File: src/rtl/hilo_mult_seq.sv
// hilo_mult_seq: sequencer and HI/LO storage between the control unit and the Booth multiplier.
// It accepts a MULT request, drives the multiplier operands and init/stop, and counts the fixed
// multiplier latency. It then copies the 64-bit product into HI/LO and pulses done. It also
// services MTHI/MTLO writes while no operation is in flight.
//
// Ports:
//   clk, rst            - clock, synchronous active-high reset
//   start, op_a, op_b   - MULT request pulse and operands (sampled on acceptance)
//   abort               - flush any in-flight operation
//   mthi, mtlo, wdata   - HI/LO writes, honoured only while not busy
//   mult_a, mult_b      - registered operands to the multiplier
//   mult_init           - one-cycle init pulse to the multiplier (LAUNCH state)
//   mult_stop           - stop/clear to the multiplier (rst | abort)
//   mult_hi, mult_lo    - multiplier result
//   hi_out, lo_out      - architectural HI/LO
//   busy, done          - operation in flight / new HI/LO visible this cycle
module hilo_mult_seq #(
   parameter int unsigned MULT_LATENCY = 35,
   parameter int unsigned CNT_W        = 6
) (
   input  logic        clk,
   input  logic        rst,
   input  logic        start,
   input  logic [31:0] op_a,
   input  logic [31:0] op_b,
   input  logic        abort,
   input  logic        mthi,
   input  logic        mtlo,
   input  logic [31:0] wdata,
   output logic [31:0] mult_a,
   output logic [31:0] mult_b,
   output logic        mult_init,
   output logic        mult_stop,
   input  logic [31:0] mult_hi,
   input  logic [31:0] mult_lo,
   output logic [31:0] hi_out,
   output logic [31:0] lo_out,
   output logic        busy,
   output logic        done
);

   typedef enum logic [2:0] {StIdle, StLaunch, StWait, StCapture, StDone} state_e;

   state_e           state_q, state_d;
   logic [CNT_W-1:0] cnt_q, cnt_d;
   logic [31:0]      a_q, b_q;
   logic [31:0]      hi_q, lo_q;

   logic idle_like;
   logic accept;
   logic capture;

   // DONE behaves like IDLE for new requests and register writes.
   assign idle_like = (state_q == StIdle) || (state_q == StDone);
   assign accept    = idle_like && start && !abort;
   assign capture   = (state_q == StCapture) && !abort;

   assign busy      = !idle_like;
   assign done      = (state_q == StDone);
   assign mult_init = (state_q == StLaunch);
   assign mult_stop = rst | abort;
   assign mult_a    = a_q;
   assign mult_b    = b_q;
   assign hi_out    = hi_q;
   assign lo_out    = lo_q;

   always_comb begin
      state_d = state_q;
      cnt_d   = cnt_q;
      unique case (state_q)
         StIdle, StDone: begin
            state_d = start ? StLaunch : StIdle;
         end
         StLaunch: begin
            cnt_d   = CNT_W'(MULT_LATENCY - 1);
            state_d = StWait;
         end
         StWait: begin
            // Counts MULT_LATENCY-1 down to 0, so WAIT spans exactly MULT_LATENCY cycles.
            if (cnt_q == '0) begin
               state_d = StCapture;
            end else begin
               cnt_d = cnt_q - CNT_W'(1);
            end
         end
         StCapture: begin
            state_d = StDone;
         end
         default: begin
            state_d = StIdle;
         end
      endcase
      if (abort) begin
         state_d = StIdle;
      end
   end

   always_ff @(posedge clk) begin
      if (rst) begin
         state_q <= StIdle;
         cnt_q   <= '0;
         a_q     <= '0;
         b_q     <= '0;
         hi_q    <= '0;
         lo_q    <= '0;
      end else begin
         state_q <= state_d;
         cnt_q   <= cnt_d;
         if (accept) begin
            a_q <= op_a;
            b_q <= op_b;
         end
         // Capture and register writes never coincide: writes need busy=0.
         if (capture) begin
            hi_q <= mult_hi;
            lo_q <= mult_lo;
         end else if (!busy) begin
            if (mthi) hi_q <= wdata;
            if (mtlo) lo_q <= wdata;
         end
      end
   end

endmodule
File: config.mk
export PLATFORM = sky130hd
export DESIGN_NAME = hilo_mult_seq
export DESIGN_NICKNAME = d
export VERILOG_FILES = /design/src/rtl/hilo_mult_seq.sv
export SDC_FILE = /design/constraint.sdc
export NUM_CORES = 1
export LEC_CHECK = 0
export ABC_AREA = 1
export BUFFER_PORTS_ARGS = -buffer_cell sky130_fd_sc_hd__clkbuf_2
export CAP_MARGIN = 20
export CORE_AREA = 5 5 139 141
export CTS_BUF_LIST = sky130_fd_sc_hd__clkbuf_16
export DETAILED_ROUTE_END_ITERATION = 10
export DIE_AREA = 0 0 144 146
export PLACE_DENSITY_LB_ADDON = 0.05
export SYNTH_ARGS = -nofsm -noshare
export SYNTH_HDL_FRONTEND = slang
export SYNTH_SLANG_ARGS = --single-unit
File: constraint.sdc
create_clock -name clk -period 1.7 [get_ports clk]
set_input_delay 0.34 -clock clk [delete_from_list [all_inputs] [get_ports clk]]
set_output_delay 0.34 -clock clk [all_outputs]
set_load 0.02 [all_outputs]
==> flow_summary.html <==
<table>
<tr><th>Metric</th><th>Value</th></tr>
<tr><th colspan="2">Outcome</th></tr>
<tr><td>Run status</td><td>complete, no violations</td></tr>
<tr><th colspan="2">Routing</th></tr>
<tr><td>First-pass iteration count of the detailed router</td><td>4</td></tr>
<tr><td>Detailed-route DRC error count</td><td>0</td></tr>
<tr><td>Number of design-rule violations left by the first detailed-router iteration</td><td>233</td></tr>
<tr><td>Vias per cell</td><td>approximately 4.7</td></tr>
<tr><td>Antenna Nets Post-Route</td><td>0</td></tr>
<tr><td>Wire length per cell after detailed routing</td><td>15.2 um</td></tr>
<tr><td>Total number of vias</td><td>around 5900</td></tr>
<tr><td>Total routed wirelength</td><td>19200 um</td></tr>
<tr><th colspan="2">Clock network</th></tr>
<tr><td>Number of buffers on the longest clock path</td><td>2</td></tr>
<tr><td>TritonCTS Buffers</td><td>17</td></tr>
<tr><td>Clock transition at the register clock pins on the worst setup and hold paths after CTS</td><td>roughly 0.06 ns</td></tr>
<tr><td>Clock H-tree levels</td><td>4</td></tr>
<tr><td>Insertion delay of the later-clocked pin in the worst-skew pair</td><td>approximately 0.4 ns</td></tr>
<tr><td>Clk Tree Root Cell</td><td>sky130_fd_sc_hd__clkbuf_16</td></tr>
<tr><td>CTS tree</td><td>built</td></tr>
<tr><td>TritonCTS sink count</td><td>approximately 140</td></tr>
<tr><td>Hold-fix buffers, CTS</td><td>0</td></tr>
<tr><th colspan="2">Min path</th></tr>
<tr><td>Worst hold-check path type</td><td>in2reg</td></tr>
<tr><th colspan="2">STA</th></tr>
<tr><td>Pins Over Slew Limit</td><td>0</td></tr>
<tr><td>Relative slew margins</td><td>between 70% and 80%</td></tr>
<tr><td>Final cycle utilization of the critical path</td><td>90.4%</td></tr>
<tr><td>Fin worst setup slack</td><td>between 0.15 and 0.2 ns</td></tr>
<tr><td>Setup repair after global routing missed its margin</td><td>false</td></tr>
<tr><td>Hold_ws</td><td>0.190 ns</td></tr>
<tr><td>Endpoints failing setup</td><td>0</td></tr>
<tr><td>Tmin final</td><td>1.54 ns</td></tr>
<tr><td>Slew at the pin with the worst max-slew slack</td><td>about 0.40 ns</td></tr>
<tr><td>Final-report hold violation count</td><td>0</td></tr>
<tr><td>Worst Clk Skew</td><td>0.0115 ns</td></tr>
<tr><td>Highest Clock Rate</td><td>around 650 MHz</td></tr>
<tr><td>Sum Neg Setup Slack</td><td>0 ns</td></tr>
<tr><th colspan="2">Logic synthesis</th></tr>
<tr><td>Library cell occupying the most area in the post-synthesis netlist</td><td>sky130_fd_sc_hd__dfxtp_1</td></tr>
<tr><td>Dominant cells by area after synthesis</td><td>sky130_fd_sc_hd__dfxtp_1 48%, sky130_fd_sc_hd__nand3_1 9.5%, sky130_fd_sc_hd__o21ai_0 7.9%</td></tr>
<tr><td>Synthesized area divided by synthesized cell count</td><td>approximately 7.7 sq um</td></tr>
<tr><td>Synth Register Bits</td><td>roughly 140</td></tr>
<tr><td>Synthesis Warnings</td><td>0</td></tr>
<tr><td>Distinct cell type count after synthesis</td><td>23</td></tr>
<tr><td>Net count after synthesis</td><td>918</td></tr>
<tr><td>Post-synth design cell area</td><td>5770 sq um</td></tr>
<tr><td>Fraction of post-synthesis cell area in the top cell type by area</td><td>between 40% and 50%</td></tr>
<tr><td>Instance count of the mapped netlist</td><td>750</td></tr>
<tr><td>Sequential fraction of the synthesis area</td><td>47.5%</td></tr>
<tr><th colspan="2">Place</th></tr>
<tr><td>HPWL reported at the end of detailed placement</td><td>14000 um</td></tr>
<tr><td>Instance area after placement</td><td>~7400 sq um</td></tr>
<tr><td>Pre-CTS setup slack</td><td>roughly 0.2 ns</td></tr>
<tr><td>Number of buffer cells added on primary ports</td><td>between 200 and 300</td></tr>
<tr><td>GP Congestion</td><td>roughly 0.80</td></tr>
<tr><th colspan="2">Finish</th></tr>
<tr><td>Share of cells above drive strength 1</td><td>approximately a third</td></tr>
<tr><td># nets final</td><td>1192</td></tr>
<tr><td># fillers</td><td>~1900</td></tr>
<tr><td>Final Instance Area</td><td>roughly 8100 sq um</td></tr>
<tr><td>Number of antenna diodes</td><td>0</td></tr>
<tr><td>Fin util</td><td>between 40% and 50%</td></tr>
<tr><td>Most common cell after layout, fill and taps aside</td><td>sky130_fd_sc_hd__clkbuf_2</td></tr>
<tr><td>Commonest cells after routing, fill and taps aside</td><td>297 x sky130_fd_sc_hd__clkbuf_2, 137 x sky130_fd_sc_hd__dfxtp_1, 108 x sky130_fd_sc_hd__nand3_1, 106 x sky130_fd_sc_hd__inv_1, 91 x sky130_fd_sc_hd__o21ai_0</td></tr>
<tr><td>Area added between synthesis and finish</td><td>40.3%</td></tr>
<tr><th colspan="2">Power and ir drop</th></tr>
<tr><td>Leakage component of the power</td><td>around 0.004 uW</td></tr>
<tr><td>Peak ir drop on the vdd network</td><td>0.000644 V</td></tr>
<tr><td>Pwr per Cell Area</td><td>1110 nW/um^2</td></tr>
<tr><th colspan="2">Setup path</th></tr>
<tr><td>CP max FO</td><td>2</td></tr>
<tr><td>Worst path required time</td><td>between 1 and 1.5 ns</td></tr>
<tr><td>Critical Path Sink Type</td><td>output pin</td></tr>
<tr><td>CP startpoint kind</td><td>flip-flop</td></tr>
<tr><td>Crit path DAT</td><td>around 1.2 ns</td></tr>
<tr><td>CP Class</td><td>reg2out</td></tr>
<tr><th colspan="2">Floorplanning</th></tr>
<tr><td>Die ar.</td><td>about 21000 sq um</td></tr>
<tr><td>Row count</td><td>49</td></tr>
<tr><td>Boundary Pins</td><td>298</td></tr>
<tr><td>Chip height</td><td>146 um</td></tr>
<tr><td>Chip Width</td><td>between 100 and 150 um</td></tr>
<tr><td>Floorplan Core Area</td><td>17800 sq um</td></tr>
<tr><td>Initial cell density of the core</td><td>between 30% and 40%</td></tr>
<tr><th colspan="2">Flow run</th></tr>
<tr><td>Max-cap check violation count</td><td>0</td></tr>
<tr><th colspan="2">Global routing</th></tr>
<tr><td>Number of global-route vias before repair</td><td>approximately 5700</td></tr>
<tr><td>Antenna violations before repair</td><td>1</td></tr>
<tr><td>Maximum number of pins on one net before global-route repair</td><td>60</td></tr>
<tr><td>First-pass GRT wire length</td><td>approximately 30000 um</td></tr>
<tr><td>Global-route total usage across every layer</td><td>between 10% and 20%</td></tr>
<tr><td>Sum of overflow across all layers after global routing</td><td>0</td></tr>
</table>
==> logic make-up (layout without fill, tap and decap cells) <==
kind of cell / after synthesis / after routing / share of synthesized area [%]
XOR/XNOR: 1 / 1 / 0.152
AND/OR/NAND/NOR: 208 / 208 / 16.7
AO/OA/AOI/OAI: 233 / 233 / 22.2
buffers and inverters: 169 / 456 / 13.0
adder cells (fa/ha/maj): 2 / 2 / 0.434
flip-flops: 137 / 137 / 47.5
==> timing repair <==
item,4_1_cts,5_1_grt
buffers inserted,1,0
hold endpoints to repair,0,0
endpoints found under the setup margin,1,0
resized for setup,0,0
==> state kept, by name, summed over array words and instances, names as in the netlist <==
name     cells
hi_out      32
lo_out      32
mult_a      32
mult_b      32
cnt_q        6
state_q      3
==> per-stage QoR <==
step           std cells  power, uW
2_1_floorplan        750       4410
3_3_place_gp        1233       5010
3_5_place_dp        1233       5010
4_1_cts             1266       9120
5_1_grt             1266       9390
6_report            1266       8970
==> worst paths after layout <==
kind | to | start | slack [ns] | cells after the start
min reg2reg | mult_a[3]$_SDFFE_PP0P_ | mult_a[3]$_SDFFE_PP0P_ | 0.44 | 2
max | done | state_q[1]$_SDFFE_PP0P_ | 0.16 | 4
max reg2reg | hi_out[22]$_SDFFE_PP0P_ | state_q[1]$_SDFFE_PP0P_ | 0.21 | 7
min | hi_out[14]$_SDFFE_PP0P_ | mult_hi[14] | 0.19 | 3
==> Yosys cell counts (all sizes together) <==
cell type,n
inv,108
dfxtp,137
clkbuf,21
nor2,15
a31oi,34
o21ai,100
o211ai,28
ha,2
nand4,2
a21oi,71
buf,40
xnor2,1
nand2,82
nand3,109
==> critical path, cell delays in order, from the launching register on <==
cell and delay [ns]:
sky130_fd_sc_hd__dfxtp_1 0.34, sky130_fd_sc_hd__nor2_4 0.12, sky130_fd_sc_hd__inv_1 0.06, sky130_fd_sc_hd__nor2_1 0.10, sky130_fd_sc_hd__clkbuf_2 0.18
==> cell type report <==
type                       count  area [sq um]  share of cell area [%]
clock buffer                  17           425                    5.26
clock inverter                15           224                    2.77
inverter                     108           407                    5.02
multi-input combinational    444          2290                    28.3
sequential                   137          2740                    33.9
tap                          229           287                    3.54
timing repair buffer         316          1720                    21.2
==> layer usage <==
metal	GRT usage, %	vias up	share of wire [%]
met5	0	-	0.036
met4	5.04	2	1.7
met1	21.9	2616	43
met2	28.6	207	46
met3	7.26	23	9.5
li1	-	3073	-
==> where the power goes <==
group | internal, uW | leakage [uW] | switching [uW]
Sequential | 3440 | 0.00113 | 117
Clock | 2610 | 0.000315 | 1440
Combinational | 515 | 0.00250 | 844
Total | 6570 | 0.00394 | 2400
No activity file was read; power rests on OpenSTA's default activity.
